--- src/rtl/fetch_decode.sv ---
// fetch_decode: non-pipelined RV32I fetch and decode front end feeding execute
module fetch_decode #(
  parameter logic [31:0] RESET_PC = 32'h0
) (
  input  logic        clk,
  input  logic        rstb,
  output logic [31:0] i_addr,
  output logic        i_rd_req,
  input  logic        i_rd_ready,
  input  logic [31:0] i_rd_data,
  input  logic        jmp,
  input  logic [31:0] jmp_addr,
  input  logic        ls_done,
  output logic        ex_valid,
  output logic [31:0] ex_pc,
  output logic        op_lui,
  output logic        op_auipc,
  output logic        op_jal,
  output logic        op_jalr,
  output logic        op_branch,
  output logic        op_load,
  output logic        op_store,
  output logic        op_imm,
  output logic        op_reg,
  output logic [31:0] imm_signed,
  output logic [31:0] imm_unsigned,
  output logic [4:0]  src1,
  output logic [4:0]  src2,
  output logic [4:0]  dest,
  output logic [2:0]  funct3,
  output logic [6:0]  funct7,
  output logic [31:0] instret
);
  typedef enum logic [1:0] {ST_START, ST_FETCH, ST_EXEC, ST_WAIT_LS} state_t;
  state_t      state_q;
  logic [31:0] pc_q;
  logic [31:0] ex_pc_q;
  logic [31:0] inst_q;
  logic [31:0] instret_q;
  logic        req_q;
  logic [6:0]  opc;
  assign opc          = inst_q[6:0];
  assign op_lui       = opc == 7'b0110111;
  assign op_auipc     = opc == 7'b0010111;
  assign op_jal       = opc == 7'b1101111;
  assign op_jalr      = opc == 7'b1100111;
  assign op_branch    = opc == 7'b1100011;
  assign op_load      = opc == 7'b0000011;
  assign op_store     = opc == 7'b0100011;
  assign op_imm       = opc == 7'b0010011;
  assign op_reg       = opc == 7'b0110011;
  assign imm_unsigned = {20'h0, inst_q[31:20]};
  assign src1         = inst_q[19:15];
  assign src2         = inst_q[24:20];
  assign dest         = inst_q[11:7];
  assign funct3       = inst_q[14:12];
  assign funct7       = inst_q[31:25];
  assign i_addr       = pc_q;
  assign i_rd_req     = req_q;
  assign ex_valid     = state_q == ST_EXEC;
  assign ex_pc        = ex_pc_q;
  assign instret      = instret_q;
  // Immediate selected by instruction format; the held instruction word keeps it stable through WAIT_LS
  always_comb begin
    imm_signed = (op_lui | op_auipc) ? {inst_q[31:12], 12'h0} :
                 op_jal    ? {{11{inst_q[31]}}, inst_q[31], inst_q[19:12], inst_q[20], inst_q[30:21], 1'b0} :
                 op_branch ? {{19{inst_q[31]}}, inst_q[31], inst_q[7], inst_q[30:25], inst_q[11:8], 1'b0} :
                 op_store  ? {{20{inst_q[31]}}, inst_q[31:25], inst_q[11:7]} :
                             {{20{inst_q[31]}}, inst_q[31:20]};
  end
  // Sequencer: request, capture instruction, present to execute, then advance pc or wait for load/store
  always_ff @(posedge clk or negedge rstb) begin
    if (!rstb) begin
      state_q   <= ST_START;
      pc_q      <= RESET_PC;
      ex_pc_q   <= 32'h0;
      inst_q    <= 32'h0;
      instret_q <= 32'h0;
      req_q     <= 1'b0;
    end else begin
      case (state_q)
        ST_START: begin
          req_q   <= 1'b1;
          state_q <= ST_FETCH;
        end
        ST_FETCH: if (req_q && i_rd_ready) begin
          inst_q  <= i_rd_data;
          ex_pc_q <= pc_q;
          req_q   <= 1'b0;
          state_q <= ST_EXEC;
        end
        ST_EXEC: if (op_load || op_store) begin
          state_q <= ST_WAIT_LS;
        end else begin
          pc_q      <= jmp ? (jmp_addr & 32'hFFFF_FFFC) : pc_q + 32'd4;
          instret_q <= instret_q + 32'd1;
          req_q     <= 1'b1;
          state_q   <= ST_FETCH;
        end
        default: if (ls_done) begin
          pc_q      <= pc_q + 32'd4;
          instret_q <= instret_q + 32'd1;
          req_q     <= 1'b1;
          state_q   <= ST_FETCH;
        end
      endcase
    end
  end
endmodule
--- config.mk ---
export PLATFORM = sky130hd
export DESIGN_NAME = fetch_decode
export DESIGN_NICKNAME = d
export VERILOG_FILES = /design/src/rtl/fetch_decode.sv
export SDC_FILE = /design/constraint.sdc
export NUM_CORES = 1
export LEC_CHECK = 0
export ABC_AREA = 1
export CAP_MARGIN = 20
export CORE_MARGIN = 10
export CORE_UTILIZATION = 50
export DETAILED_ROUTE_END_ITERATION = 10
export GPL_ROUTABILITY_DRIVEN = 0
export MAX_ROUTING_LAYER = met4
export PLACE_DENSITY = 0.95
export SETUP_SLACK_MARGIN = 0.02
export SLEW_MARGIN = 20
export SYNTH_ARGS = -nofsm -noshare
export SYNTH_HDL_FRONTEND = slang
export SYNTH_SLANG_ARGS = --single-unit
--- constraint.sdc ---
create_clock -name clk -period 3.8 [get_ports clk]
set_clock_uncertainty 0.15 [all_clocks]
set_input_delay 1.14 -clock clk [delete_from_list [all_inputs] [get_ports clk]]
set_output_delay 1.14 -clock clk [all_outputs]
set_load 0.05 [all_outputs]
=== Word level (Yosys, flattened, before mapping) ===
Cells that the tools add are included.
W data, S select, Z words.

* Register bits: 131
* Output and inout bits: 196
* Logic and storage cells: 52

* Equality and inequality tests: 13
* Reductions and logical operators: 10
* Bitwise logic cells: 2
* Add/subtract/negate cells: 2
* Multiplexer cells: 19

{| class="wikitable"
|+ Operators by type and width
! operator !! count
|-
| $mux W32 || 5
|-
| $pmux W32 S2 || 2
|-
| $add A32 B1 Y32 const B || 1
|-
| $add A32 B3 Y32 const B || 1
|-
| $mux W31 || 1
|-
| $eq A7 B6 Y1 const B || 3
|-
| $eq A7 B7 Y1 const B || 3
|-
| $mux W20 || 1
|-
| $eq A7 B5 Y1 const B || 2
|-
| $mux W12 || 1
|-
| $eq A7 B2 Y1 const B || 1
|-
| $mux W2 || 3
|-
| $pmux W2 S3 || 1
|-
| $reduce_and A3 Y1 || 2
|-
| $mux W5 || 1
|-
| $ne A2 B2 Y1 const B || 2
|-
| $reduce_and A2 Y1 || 2
|-
| $reduce_bool A4 Y1 || 1
|-
| $mux W1 || 3
|-
| $pmux W1 S3 || 1
|-
| $eq A2 B1 Y1 const B || 1
|-
| $eq A2 B2 Y1 const B || 1
|-
| $logic_not A2 Y1 || 1
|-
| $reduce_bool A2 Y1 || 1
|-
| other kinds (5) || 5
|}

=== Logic depth before layout (Yosys ltp) ===
* Depth in word-level cells: 5
* Gate-level depth with buffers: 11
* Mapped depth without buffers: 10

=== Worst setup path before layout ===
Ideal clock, no wire load.

* Kind: flip-flop to output port
* Start point: register inst_q[3]
* End point: output port imm_signed[0]
* Path slack: -0.129 ns
* Buffers on the path: 0
* Data arrival time: 2.639 ns
* Stages on the path, launching flop included: 8
* Path through: dfrtp_1 -> inv_1 -> nand2_1 -> nor2_2 -> nand2_1 -> inv_1 -> nor2_1 -> nor4_1

* Word-level cells in the longest chain between the ends: 5

{| class="wikitable"
|+ Ends and longest elaborated chain
! item !! RTL line !! RTL
|-
| start, declared || 38 || <nowiki>logic [31:0] inst_q;</nowiki>
|-
| start signal, assigned || 87 || <nowiki>inst_q <= i_rd_data;</nowiki>
|-
| $eq A7 B6 Y1 || 49 || <nowiki>assign op_store = opc == 7'b0100011;</nowiki>
|-
| via op_store || 22 || <nowiki>output logic op_store,</nowiki>
|-
| $mux W5 || 68 || <nowiki>op_store ? {{20{inst_q[31]}}, inst_q[31:25], inst_q[11:7]} :</nowiki>
|-
| $mux W12 || 67 || <nowiki>op_branch ? {{19{inst_q[31]}}, inst_q[31], inst_q[7], inst_q[30:25], inst_q[11:8], 1'b0} :</nowiki>
|-
| $mux W20 || 66 || <nowiki>op_jal ? {{11{inst_q[31]}}, inst_q[31], inst_q[19:12], inst_q[20], inst_q[30:21], 1'b0} :</nowiki>
|-
| $mux W31 || 65 || <nowiki>imm_signed = (op_lui | op_auipc) ? {inst_q[31:12], 12'h0} :</nowiki>
|-
| end, declared || 25 || <nowiki>output logic [31:0] imm_signed,</nowiki>
|}

The timed path passes the listed nets, and every way through them passes these cells.

=== Worst setup path after layout ===
* Start point: register inst_q[1]
* End point: output port imm_signed[0]

* Word-level cells in the longest chain between the ends: 5

{| class="wikitable"
|+ Ends and longest elaborated chain
! item !! RTL line
|-
| $eq A7 B6 Y1 || 49
|-
| $mux W5 || 68
|-
| $mux W12 || 67
|-
| $mux W20 || 66
|-
| $mux W31 * || 65
|}

Mark *: on every way between the ends. The rest lies on a longest branch, timed or not.

==> impl_metrics.tcl <==
set metrics [dict create \
    design_area_um2 10610 \
    hold_viol_final 0 \
    via_per_inst 5.469 \
    synthCells 1133 \
    rows 45 \
    worstSetupStartpointType "register" \
    crit_arrival_ns 2.36 \
    period_minus_slack_ns 3.653 \
    clock_sinks 127 \
    core-area_um2 15150 \
    vias 8395 \
    avgSynthCellArea_um2 6.774 \
    hold_path_depth 2 \
    dieHeight_um 143.9 \
    p_per_area_nw_per_um2 924.9 \
    synth_commonest_cells "437 x nand2_1, 169 x nor2_1, 127 x dfrtp_1" \
    worstPathRequired_ns 2.51 \
    p_int_uw 4613 \
    dpl.hpwl_mm 20.94 \
    ys_ff_latch 127 \
    ys_top_cells_by_area "dfrtp_1 41%, nand2_1 21%, nor2_1 8.3%, o21ai_0 6.3%, buf_4 6.3%" \
    drtAntennaViolNets 0 \
    ios 265 \
    antenna_found_initial 3 \
    pwr-share-comb_pct 58.9 \
    async_reset_ff_share_pct 100.0 \
    clkPwrFrac_pct 17.1 \
    switching_share_pct 52.97 \
    worstMarginPinSlew_ns 0.7953 \
    end_kind "output pin" \
    hp-start "inst_q[1]$_DFFE_PN0P_" \
    max_cap_violations 0 \
    h-tree-depth 4 \
    die_area_um2 20710 \
    wirelength_mm 28.33 \
    yosys_warnings 0 \
    grt_first_pass_wirelength_mm 42.76 \
    period_share_pct 96.14 \
    post_dp_cell_area_um2 9978 \
    layout-drive-gt1-share_pct 6.101 \
    yosysSeqAreaShare_pct 41.41 \
    clock.fmax_mhz 273.7 \
    finalPower_uw 9809 \
    ir_drop_mv 0.6431 \
    p_sw_uw 5195 \
    grt_max_degree 77 \
    seqPwrFrac_pct 24.0 \
    max-slew-margin-rel_pct 46.98 \
    track_usage_pct 27.08 \
    status "complete, no violations" \
    post_cts_buffers 0 \
    clk_pin_slew_worst_paths_ns 0.05 \
    final_nets 1406 \
    r2r_slack_ns 1.14 \
    min_to "inst_q[1]$_DFFE_PN0P_" \
    grt_overflow 0 \
    drt_first_pass_iters 6 \
    final.setup.tns_ns 0 \
    fin_util_pct 70.02 \
    r2r-start "state_q[0]$_DFFE_PN0P_" \
    r2r-end "instret[19]$_DFFE_PN0P_" \
    p_leak_uw 0.004958 \
    synth_ff_type "dfrtp_1" \
    synth_area_leader_cell "dfrtp_1" \
    first_iter_violations 989 \
    ys_types 29 \
    cts_tree "done" \
    io_buffers 238 \
    start_util_pct 50.67 \
    worstSetupPathType "reg2out" \
    area_growth_pct 38.18 \
    numCtsBuffers 17 \
    rsz0062_at_grt "false" \
    clk_latency_ns 0.43 \
    synth_top_area_share_pct 41.41 \
    synth.most_common_cell "nand2_1" \
    slew_viol_final 0 \
    cp_max_fo 11 \
    die_w_um 143.9 \
    first_global_vias 8092 \
    clock_path_buffers 2 \
    cts_root_buf "clkbuf_16" \
    hold_path.class "reg2reg" \
    r2r_cells 9 \
    netlist_area_um2 7675 \
    synth-edff-count 0 \
    wl_per_cell_um 18.46 \
    setup-violations-final 0 \
    drc 0 \
]
cell families (layout without fill, tap and decap cells):
family	after synthesis	after routing	share of synthesized area (%)
and+or+nand+nor	703	703	36.94
buffers and inverters	175	363	11.87
DFF	127	127	41.41
AOI/OAI and AO/OA	107	107	7.124
xor gates and xnor gates	12	12	1.370
adders and majority gates	6	6	0.9781
muxes	2	2	0.2609
other	1	27	0.04886
worst max-delay path: stages, from the launching register on:
cell     delay, ns
dfrtp_1       0.37
nand2_1       0.10
inv_1         0.08
nand4_1       0.27
buf_4         0.24
nand2_1       0.22
nor4_2        0.45
buf_12        0.21
flip-flops by register name, summed over array words and instances (netlist names):
name / cells
ex_pc: 30
i_addr: 30
i_rd_req: 1
inst_q: 32
instret: 32
state_q: 2
power by group through the flow:
stage	sequential, uW	clock [uW]	combinational, uW
2_1_floorplan	3250	0	2950
3_3_place_gp	2300	0	5630
3_5_place_dp	2330	0	5740
4_1_cts	2320	1680	5780
5_1_grt	2400	1740	6070
6_report	2350	1680	5780
cell type report:
cell class / count / area [um^2]
repair buffers: 250 / 2587
clock inverters: 11 / 138.9
flip-flops and latches: 127 / 3178
well taps: 188 / 235.2
diodes: 3 / 7.507
fillers: 1081 / 4541
clock buffers: 21 / 460.4
multi-input cells: 854 / 3694
inverters: 81 / 304.0
repair_timing:
action	4_1_cts	5_1_grt
gates cloned	0	0
hold buffers	0	0
gates resized for setup	1	12
endpoints found under the setup margin	1	11
through the flow:
stage,hold WS [ns],worst slack [ns],std cells
after floorplan,0.2987,0.3890,1156
after global placement,0.3141,0.4588,1500
after detailed placement,0.3205,0.3767,1500
after CTS,0.3326,0.05094,1532
after global routing,0.3567,0.02307,1535
final,0.3343,0.1468,1535
worst max-delay path by stage:
stage	from	to
3_5_place_dp	inst_q[4]$_DFFE_PN0P_	imm_signed[11]
4_1_cts	inst_q[3]$_DFFE_PN0P_	imm_signed[2]
3_3_place_gp	inst_q[3]$_DFFE_PN0P_	imm_signed[11]
5_1_grt	inst_q[0]$_DFFE_PN0P_	imm_signed[0]
6_report	inst_q[1]$_DFFE_PN0P_	imm_signed[0]
2_1_floorplan	inst_q[6]$_DFFE_PN0P_	imm_signed[21]
metal layers:
layer | up-vias | part of all wire (%) | GRT usage (%)
li1 | 3857 | - | -
met1 | 3860 | 35 | 29.57
met2 | 557 | 47 | 43.62
met3 | 121 | 12 | 8.086
met4 | 0 | 5.7 | 14.78
met5 | - | 0 | -
layout by cell type, fill, tap and decap left out, drive strengths merged:
cell / count
nor2: 170
conb: 24
xnor2: 3
clkinvlp: 2
xor2: 9
o21ai: 97
mux2i: 2
clkbuf: 22
a211oi: 1
a21boi: 1
or2: 8
buf: 34
nand2: 439
ha: 6
nand3: 56
nor4: 1
clkdlybuf4s50: 205
dlymetal6s2s: 10
bufinv: 3
clkinv: 7
a21oi: 7
nand3b: 18
inv: 80
o211ai: 1
dfrtp: 127
nand4: 8
nor3: 3
diode: 3
(Power assumes the default switching activity.)
